==> src/rtl/trig_source_mux_if.sv <==
// Bus bundle for trig_source_mux: trigger source controls in, accepted trigger and status out.
// master drives the source/configuration side, slave is the combiner itself.
interface trig_source_mux_if #(
  parameter int NUM_SRC       = 4,
  parameter int PRESCALE_BITS = 8,
  parameter int HOLDOFF_BITS  = 16
);
  logic [NUM_SRC-1:0]               src_i;
  logic [NUM_SRC-1:0]               src_en_i;
  logic [NUM_SRC*PRESCALE_BITS-1:0] src_prescale_i;
  logic                             disable_i;
  logic [HOLDOFF_BITS-1:0]          holdoff_i;
  logic                             trig_o;
  logic                             trig_out_o;
  logic [NUM_SRC-1:0]               trig_src_o;
  logic                             busy_o;
  logic [31:0]                      trig_count_o;
  logic [15:0]                      veto_count_o;
  logic                             state_dbg_o;

  modport master (
    output src_i, src_en_i, src_prescale_i, disable_i, holdoff_i,
    input  trig_o, trig_out_o, trig_src_o, busy_o, trig_count_o, veto_count_o, state_dbg_o
  );

  modport slave (
    input  src_i, src_en_i, src_prescale_i, disable_i, holdoff_i,
    output trig_o, trig_out_o, trig_src_o, busy_o, trig_count_o, veto_count_o, state_dbg_o
  );
endinterface

==> src/rtl/trig_source_mux.sv <==
// Trigger-source combiner: per-source edge detect, enable and prescale, then global disable and holdoff.
// Define TRIG_MUX_VETO_COUNT_EN to build the saturating veto counter; otherwise veto_count_o reads 0.
module trig_source_mux #(
  parameter int NUM_SRC       = 4,
  parameter int PRESCALE_BITS = 8,
  parameter int HOLDOFF_BITS  = 16,
  parameter int OUT_WIDTH     = 4
) (
  input  logic                clk_i,
  input  logic                rst_n_i,
  trig_source_mux_if.slave    bus
);

  localparam int SW = (OUT_WIDTH < 2) ? 1 : $clog2(OUT_WIDTH + 1);

  typedef enum logic {IDLE = 1'b0, HOLD = 1'b1} state_t;

  state_t                    state_q, state_d;
  logic [NUM_SRC-1:0]        src_q;
  logic [NUM_SRC-1:0]        src_edge;
  logic [NUM_SRC-1:0]        qual;
  logic [NUM_SRC-1:0]        qual_q;
  logic [PRESCALE_BITS-1:0]  pc [NUM_SRC];
  logic [HOLDOFF_BITS-1:0]   hcnt_q;
  logic [SW-1:0]             stretch_q;
  logic                      trig_q;
  logic [NUM_SRC-1:0]        trig_src_q;
  logic [31:0]               trig_cnt_q;
  logic                      accept;

  // Qualification is registered so the accept decision sees a clean one-cycle qual_q pulse.
  always_comb begin
    src_edge = bus.src_i & ~src_q & bus.src_en_i;
    qual     = '0;
    for (int n = 0; n < NUM_SRC; n++) begin
      if (src_edge[n] && (pc[n] == bus.src_prescale_i[n*PRESCALE_BITS +: PRESCALE_BITS])) begin
        qual[n] = 1'b1;
      end
    end
  end

  always_ff @(posedge clk_i) begin
    if (!rst_n_i) begin
      src_q  <= '0;
      qual_q <= '0;
      for (int n = 0; n < NUM_SRC; n++) pc[n] <= '0;
    end else begin
      src_q  <= bus.src_i;
      qual_q <= qual;
      // Counters run free of disable/holdoff; a lowered P lets pc wrap through all-ones.
      for (int n = 0; n < NUM_SRC; n++) begin
        if (src_edge[n]) pc[n] <= qual[n] ? '0 : pc[n] + 1'b1;
      end
    end
  end

  // trig_o is a free-running pulse with no backpressure: the consumer must take it the cycle it is high.
  always_comb begin
    state_d = state_q;
    accept  = 1'b0;
    case (state_q)
      IDLE: begin
        if (|qual_q && !bus.disable_i) begin
          accept = 1'b1;
          if (bus.holdoff_i != '0) state_d = HOLD;
        end
      end
      HOLD: begin
        if (hcnt_q == HOLDOFF_BITS'(1)) state_d = IDLE;
      end
      default: state_d = IDLE;
    endcase
  end

  always_ff @(posedge clk_i) begin
    if (!rst_n_i) begin
      state_q    <= IDLE;
      hcnt_q     <= '0;
      stretch_q  <= '0;
      trig_q     <= 1'b0;
      trig_src_q <= '0;
      trig_cnt_q <= '0;
    end else begin
      state_q <= state_d;
      trig_q  <= accept;
      if (accept) begin
        hcnt_q     <= bus.holdoff_i;
        stretch_q  <= SW'(OUT_WIDTH);
        trig_src_q <= qual_q;
        trig_cnt_q <= trig_cnt_q + 32'd1;
      end else begin
        if (state_q == HOLD) hcnt_q <= hcnt_q - 1'b1;
        if (stretch_q != '0) stretch_q <= stretch_q - 1'b1;
      end
    end
  end

  assign bus.trig_o       = trig_q;
  assign bus.trig_out_o   = (stretch_q != '0);
  assign bus.trig_src_o   = trig_src_q;
  assign bus.busy_o       = (state_q == HOLD);
  assign bus.trig_count_o = trig_cnt_q;
  assign bus.state_dbg_o  = state_q;

`ifdef TRIG_MUX_VETO_COUNT_EN
  logic        veto;
  logic [15:0] veto_cnt_q;

  // One veto per cycle with any qualifier that was not taken, however many bits were set.
  assign veto = |qual_q && !accept;

  always_ff @(posedge clk_i) begin
    if (!rst_n_i) begin
      veto_cnt_q <= '0;
    end else if (veto && (veto_cnt_q != 16'hFFFF)) begin
      veto_cnt_q <= veto_cnt_q + 16'd1;
    end
  end

  assign bus.veto_count_o = veto_cnt_q;
`else
  assign bus.veto_count_o = 16'h0000;
`endif

endmodule

==> src/flat_wrapper.sv <==
// flat-port wrapper written by rule: the top's interface ports become plain ports
module trig_source_mux_flat 
#(
  parameter int NUM_SRC       = 4,
  parameter int PRESCALE_BITS = 8,
  parameter int HOLDOFF_BITS  = 16,
  parameter int OUT_WIDTH     = 4
)
  (clk_i, rst_n_i, bus_src_i, bus_src_en_i, bus_src_prescale_i, bus_disable_i, bus_holdoff_i, bus_trig_o, bus_trig_out_o, bus_trig_src_o, bus_busy_o, bus_trig_count_o, bus_veto_count_o, bus_state_dbg_o);
  trig_source_mux_if #(.NUM_SRC(NUM_SRC), .PRESCALE_BITS(PRESCALE_BITS), .HOLDOFF_BITS(HOLDOFF_BITS)) bus_i ();
  input  logic clk_i;
  input  logic rst_n_i;
  input wire logic [$bits(bus_i.src_i)-1:0] bus_src_i;
  input wire logic [$bits(bus_i.src_en_i)-1:0] bus_src_en_i;
  input wire logic [$bits(bus_i.src_prescale_i)-1:0] bus_src_prescale_i;
  input wire logic [$bits(bus_i.disable_i)-1:0] bus_disable_i;
  input wire logic [$bits(bus_i.holdoff_i)-1:0] bus_holdoff_i;
  output wire logic [$bits(bus_i.trig_o)-1:0] bus_trig_o;
  output wire logic [$bits(bus_i.trig_out_o)-1:0] bus_trig_out_o;
  output wire logic [$bits(bus_i.trig_src_o)-1:0] bus_trig_src_o;
  output wire logic [$bits(bus_i.busy_o)-1:0] bus_busy_o;
  output wire logic [$bits(bus_i.trig_count_o)-1:0] bus_trig_count_o;
  output wire logic [$bits(bus_i.veto_count_o)-1:0] bus_veto_count_o;
  output wire logic [$bits(bus_i.state_dbg_o)-1:0] bus_state_dbg_o;
  assign bus_i.src_i = bus_src_i;
  assign bus_i.src_en_i = bus_src_en_i;
  assign bus_i.src_prescale_i = bus_src_prescale_i;
  assign bus_i.disable_i = bus_disable_i;
  assign bus_i.holdoff_i = bus_holdoff_i;
  assign bus_trig_o = bus_i.trig_o;
  assign bus_trig_out_o = bus_i.trig_out_o;
  assign bus_trig_src_o = bus_i.trig_src_o;
  assign bus_busy_o = bus_i.busy_o;
  assign bus_trig_count_o = bus_i.trig_count_o;
  assign bus_veto_count_o = bus_i.veto_count_o;
  assign bus_state_dbg_o = bus_i.state_dbg_o;
  trig_source_mux #(.NUM_SRC(NUM_SRC), .PRESCALE_BITS(PRESCALE_BITS), .HOLDOFF_BITS(HOLDOFF_BITS), .OUT_WIDTH(OUT_WIDTH)) u_core (.clk_i(clk_i), .rst_n_i(rst_n_i), .bus(bus_i));
endmodule
==> config.mk <==
export PLATFORM = sky130hd
export DESIGN_NAME = trig_source_mux_flat
export DESIGN_NICKNAME = d
export VERILOG_FILES = /design/src/rtl/trig_source_mux_if.sv /design/src/rtl/trig_source_mux.sv /design/src/flat_wrapper.sv
export SDC_FILE = /design/constraint.sdc
export NUM_CORES = 1
export LEC_CHECK = 0
export CAP_MARGIN = 30
export CORE_MARGIN = 1.5
export CORE_UTILIZATION = 57
export CTS_BUF_LIST = sky130_fd_sc_hd__clkbuf_2 sky130_fd_sc_hd__clkbuf_4 sky130_fd_sc_hd__clkbuf_8
export CTS_CLUSTER_SIZE = 30
export DETAILED_ROUTE_END_ITERATION = 16
export PLACE_DENSITY = 0.89
export SYNTH_ARGS = -nofsm -noshare
export SYNTH_HDL_FRONTEND = slang
export SYNTH_SLANG_ARGS = --single-unit
==> constraint.sdc <==
create_clock -name clk_i -period 2.78 [get_ports clk_i]
set_input_delay 0.417 -clock clk_i [delete_from_list [all_inputs] [get_ports clk_i]]
set_output_delay 0.417 -clock clk_i [all_outputs]
set_load 0.05 [all_outputs]
* Word-level counts from Yosys, hierarchy flattened
Memory sizes are Yosys's and may differ from the RTL's. Cells that the tools add are included.
Storage, ports and cells: bits of input ports 59, memories 1, memory bits (read-only) 0, bits in latches 0, output and inout port bits 56, RAM bits 32, bits in registers 65, logic and storage cells 78
Operators by class: shift-type cells 0, multiplexer cells 35, order comparisons 0, bitwise gates (word level) 9, $add $sub $neg 7, $mul 0, reductions and logical operators 12, divide/modulo/power cells 0, equal/unequal tests 5
Memory list:
- u_core.pc | words 4, width 8, rd ports 4, clocked after Yosys merged registers in 0, write ports 4, line trig_source_mux.sv:23 | logic [PRESCALE_BITS-1:0] pc [NUM_SRC];
Operator list (number):
- 8-bit two-way mux | 8
- 32-bit by 1-bit adder with 32-bit output, second input constant | 1
- 8-bit by 1-bit adder with 8-bit output, second input constant | 4
- 8-bit equality test | 4
- 16-bit two-way mux | 2
- 1-bit two-way mux | 22
- 16-bit by 1-bit equality test with 1-bit output, second input constant | 1
- 16-bit nonzero test | 1
- 16-bit by 1-bit subtractor with 16-bit output, second input constant | 1
- 4-bit bitwise AND | 2
- 3-bit two-way mux | 2
- 1-bit logical AND | 5
- 4-bit NOT | 1
- 1-bit OR | 4
- 2-bit nonzero test | 2
- 4-bit OR reduction | 1
- 3-bit nonzero test | 1
- 3-bit by 1-bit subtractor with 3-bit output, second input constant | 1
- 1-bit NOT | 2
- 1-bit case mux with 2 select lines | 1
- 2-bit OR reduction | 1
- 1-bit zero test | 1

* Logic depth before layout (Yosys ltp)
depth after elaboration 7, mapped depth 7, mapped depth without buffers 6

* Worst setup path after synthesis
OpenSTA, ideal clock, no wires.
path type register to register, start point register u_core.trig_cnt_q[2] (netlist: u_core.bus.trig_count_o[2]), end point register u_core.trig_cnt_q[27] (netlist: u_core.bus.trig_count_o[27]), cell stages (with the launch flop) 7, arrival 2057 ps, required time 2708 ps, slack 652 ps, period minus slack after synthesis 2128 ps, path buffers 2, library setup time 72 ps, cell sequence dfxtp_1 -> and4_1 -> clkbuf_1 -> nand3_1 -> clkbuf_1 -> nor4_1 -> mux2i_1
On the way: cells in the longest elaborated chain, start to end 1
Ends and longest elaborated chain:
- start, declared | line trig_source_mux.sv:28 | logic [31:0] trig_cnt_q;
- start signal, assigned | line trig_source_mux.sv:90 | trig_cnt_q <= trig_cnt_q + 32'd1;
- 32-bit by 1-bit adder with 32-bit output | line trig_source_mux.sv:90
Every way passes these cells. A chain may end at the register's enable or synchronous reset.

* Worst setup path in the final report
start point register u_core.stretch_q[0], end point output bus_trig_out_o
On the way: cells in the longest elaborated chain, start to end 1
Ends and longest elaborated chain:
- start, declared | line trig_source_mux.sv:25 | logic [SW-1:0] stretch_q;
- start signal, assigned | line trig_source_mux.sv:88 | stretch_q <= SW'(OUT_WIDTH);
- start signal, assigned | line trig_source_mux.sv:93 | if (stretch_q != '0) stretch_q <= stretch_q - 1'b1;
- 3-bit nonzero test | line trig_source_mux.sv:99 | assign bus.trig_out_o = (stretch_q != '0);
- end, declared | line flat_wrapper.sv:19 | output wire logic [$bits(bus_i.trig_out_o)-1:0] bus_trig_out_o;
Every way passes these cells.

==> flow_summary.toml <==
[run_status]
run_status = "completed"

[detailed_routing]
wl_per_cell_um = 14.83
drt_first_pass_iters = 5
drt_iter0_markers = 266
drc = 0
ant_nets = 0
wl_um = 11510
vias = 4467
viasPerCell = 5.756

[global_routing]
busiest_layer = "met2"
grtUsageTotal_pct = 23.97
grt_antenna_before_repair = 0
grt_pass1_wl_um = 19160
overflow = 0
met2_usage_pct = 39.73
global_route.usage.met3_pct = 3.508
grt_max_degree = 41
grt_pass1_vias = 4240
use_met1_pct = 32.00

[yosys]
synth_mux_area_share_pct = 1.741
synth_top_family_by_area = "simple AND/OR/NAND/NOR gates"
synth_cells = 569
synth_edf_count = 32
synth_compound_area_share_pct = 11.94
ys_types = 55
synth-xor-area-share_pct = 10.66
synthArstFlopShare_pct = 0
synth_fa_ha_area_share_pct = 2.418
avgSynthCellArea_um2 = 9.095
ys_warn_count = 0
synth-simple-area-share_pct = 23.89
synth-seq-cells = 97
ys.flop_type = "dfxtp_1"
synth-seq-area-share_pct = 43.71
synthesis.area_mm2 = 0.005175

[timing]
fin_crit_sh_pct = 90.51
setup_violations = 0
fin_setup_tns_ns = 0
final-max-slew-violation-count = 0
tightestPinTransition_ns = 0.6132
slew_headroom_pct = 59.12
final.setup.worst_slack_ns = 0.2638
rsz0062_at_grt = "no"
clock_skew_ns = 0.01226
max_clock_freq_mhz = 397.4
min_period_ns = 2.516
hold_violations = 0

[hold_path]
hp-class = "register to register"
min_from = "u_core.bus.trig_src_o[1]$_SDFFE_PN0P_"

[power]
pwr-share-clk_pct = 34.5
p_sw_mw = 0.7650
pwr-share-seq_pct = 51.3
p_leak_nw = 2.274
p_total_mw = 3.036
pwr-share-comb_pct = 14.2
vdd_drop_max_v = 0.0002471
switching_share_pct = 25.20
powerDensity_mw_per_mm2 = 472.2
intPower_mw = 2.271

[flow_run]
cap_violations = 0

[placed_design]
post-dp-hpwl_um = 8457
io_buffers = 98
placed_area_mm2 = 0.006192
dp_slack_ns = 0.4213
routabilityCongestion = 0.9678

[clocking]
clk_pin_slew_ns = 0.09
clock_sinks = 97
postCtsSetupBuffers = 0
holdBufCountCts = 0
clockBufferDepth = 2
cts_max_level = 3
clkLatencyLatePin_ns = 0.36
cts-root-buf = "clkbuf_8"
cts_tree = "done"
cts_buffers = 9
cts_resized = 0

[cells_and_area]
seqCellArea_mm2 = 0.002262
layout-drive-gt1-share_pct = 4.641
fill_cells = 665
fin_nets = 732
antenna_cells = 0
area_growth_pct = 24.23
multi_input_area_mm2 = 0.002681
fin_area_mm2 = 0.006429

[setup_path]
critPathLaunch = "u_core.stretch_q[0]$_SDFFE_PP0P_"
crit_chain = "inv_1 -> ha_1 -> ha_1 -> inv_1 -> clkdlybuf4s50_1"
r2r_start = "u_core.bus.trig_count_o[11]$_SDFFE_PN0P_"
end_kind = "output port"
cpMaxStageDelayCell = "clkdlybuf4s50_1"
arrival_ns = 2.10
worstPathMaxFanout = 5
cp_num_buf_inv = 3
cp_top_family = "buffers and inverters"
worstPathRequired_ns = 2.36
critical_path.max_stage_delay_ns = 0.79
worstSetupPathType = "register to output port"
start_kind = "register"

[floorplan]
start_util_pct = 59.05
coreArea_mm2 = 0.008763
die_w_um = 98.29
dieArea_mm2 = 0.009660
rows = 34
die_h_um = 98.29
ios = 115
[through the flow]
step / cells / hold slack, ns / utilization (%)
2_1_floorplan: 584 / 0.4390 / -
3_5_place_dp: 759 / 0.4531 / 70.66
3_3_place_gp: 758 / 0.4425 / 70.60
5_1_grt: 776 / 0.4809 / 73.36
4_1_cts: 775 / 0.4658 / 73.30
6_report: 776 / 0.4610 / 73.36
[synth_stat cells, types with 5 or more instances]
library cell  number  area share (%)
inv_1             18             1.3
mux2i_1            9             1.7
nand2_1           42             3.0
buf_2              5            0.48
o21ai_0           18             1.7
buf_4             17             2.5
edfxtp_1          32              19
nor4_1            11             1.3
xor2_1            24             4.1
and3_1            14             1.7
nand2b_1           9             1.1
and2_1             6            0.73
and4_1             5            0.85
nand3_1           33             3.2
nor2_1            49             3.6
o31ai_1           10             1.5
or3_1             11             1.3
ha_1              10             2.4
nand4_1           18             2.2
xnor2_1           39             6.6
dfxtp_1           65              25
nor3_1             8            0.77
a211oi_1           5            0.73
a21oi_1           37             3.6
or4_1             12             1.7
clkbuf_1          18             1.3
[cell families (layout without fill, tap and decap cells)]
family / Yosys count / after routing
multiplexers: 9 / 9
buffers and inverters: 58 / 142
AND/OR/NAND/NOR: 232 / 232
AO/OA/AOI/OAI: 99 / 99
other: 1 / 16
adder cells (fa/ha/maj): 10 / 10
flip-flops: 97 / 97
XOR/XNOR: 63 / 63
[registers in the layout, summed over array words and instances (netlist names)]
signal                   flops
u_core.src_q                 4
u_core.hcnt_q               16
u_core.bus.busy_o            1
u_core.qual_q                4
u_core.stretch_q             3
u_core.pc                   32
u_core.bus.trig_count_o     32
u_core.bus.trig_src_o        4
u_core.bus.trig_o            1
[layout make-up]
type	count	share of cell area, %
multi-input cells	429	41.71
flip-flops and latches	97	35.19
repair buffers	108	16.35
clock buffers	12	2.472
well taps	108	2.102
clock inverters	4	1.129
inverters	18	1.051
[cells in the final DEF, fill, tap and decap left out, drive strengths merged, types with 5 or more instances in the layout]
cell type      instances
a21oi                 37
clkdlybuf4s50         98
edfxtp                32
buf                   10
and3                  14
a211oi                 5
or3                   13
mux2i                  9
clkbuf                12
nand4                 18
nor3                   8
and4                   5
o21ai                 20
nand2b                 9
nor4                  12
or4                   13
xor2                  24
ha                    10
xnor2                 39
dfxtp                 65
o31ai                 10
inv                   20
nand3                 33
nand2                 42
nor2                  49
and2                   6
conb                  16
[final timing paths]
kind	end	slack, ns	depth (start not counted)
min reg2reg	u_core.bus.trig_src_o[1]$_SDFFE_PN0P_	0.46	2
max	bus_trig_out_o	0.26	5
max reg2reg	u_core.bus.trig_count_o[28]$_SDFFE_PN0P_	0.62	4
min	u_core.bus.trig_src_o[1]$_SDFFE_PN0P_	0.46	2
[power by group through the flow]
stage,Combinational (mW),Clock (mW),Sequential (mW)
after global routing,0.475,1.11,1.56
after floorplan,0.293,0,1.58
after CTS,0.432,1.06,1.56
after detailed placement,0.429,0,1.59
after global placement,0.410,0,1.59
final,0.431,1.05,1.56
[worst min-delay path: stages, from the launching register on]
cell and delay, ns:
dfxtp_1 0.32, nand2_1 0.05, a21oi_1 0.05
[layer usage]
layer  wire length, µm  share of wire, %  vias to the layer above
met2              5521                48                      143
met1              5194                45                     2095
met5                 0                 0                        -
met4               172               1.5                        0
met3               621               5.4                       15
li1                  -                 -                     2214
Power figures use the tool's default switching activity.
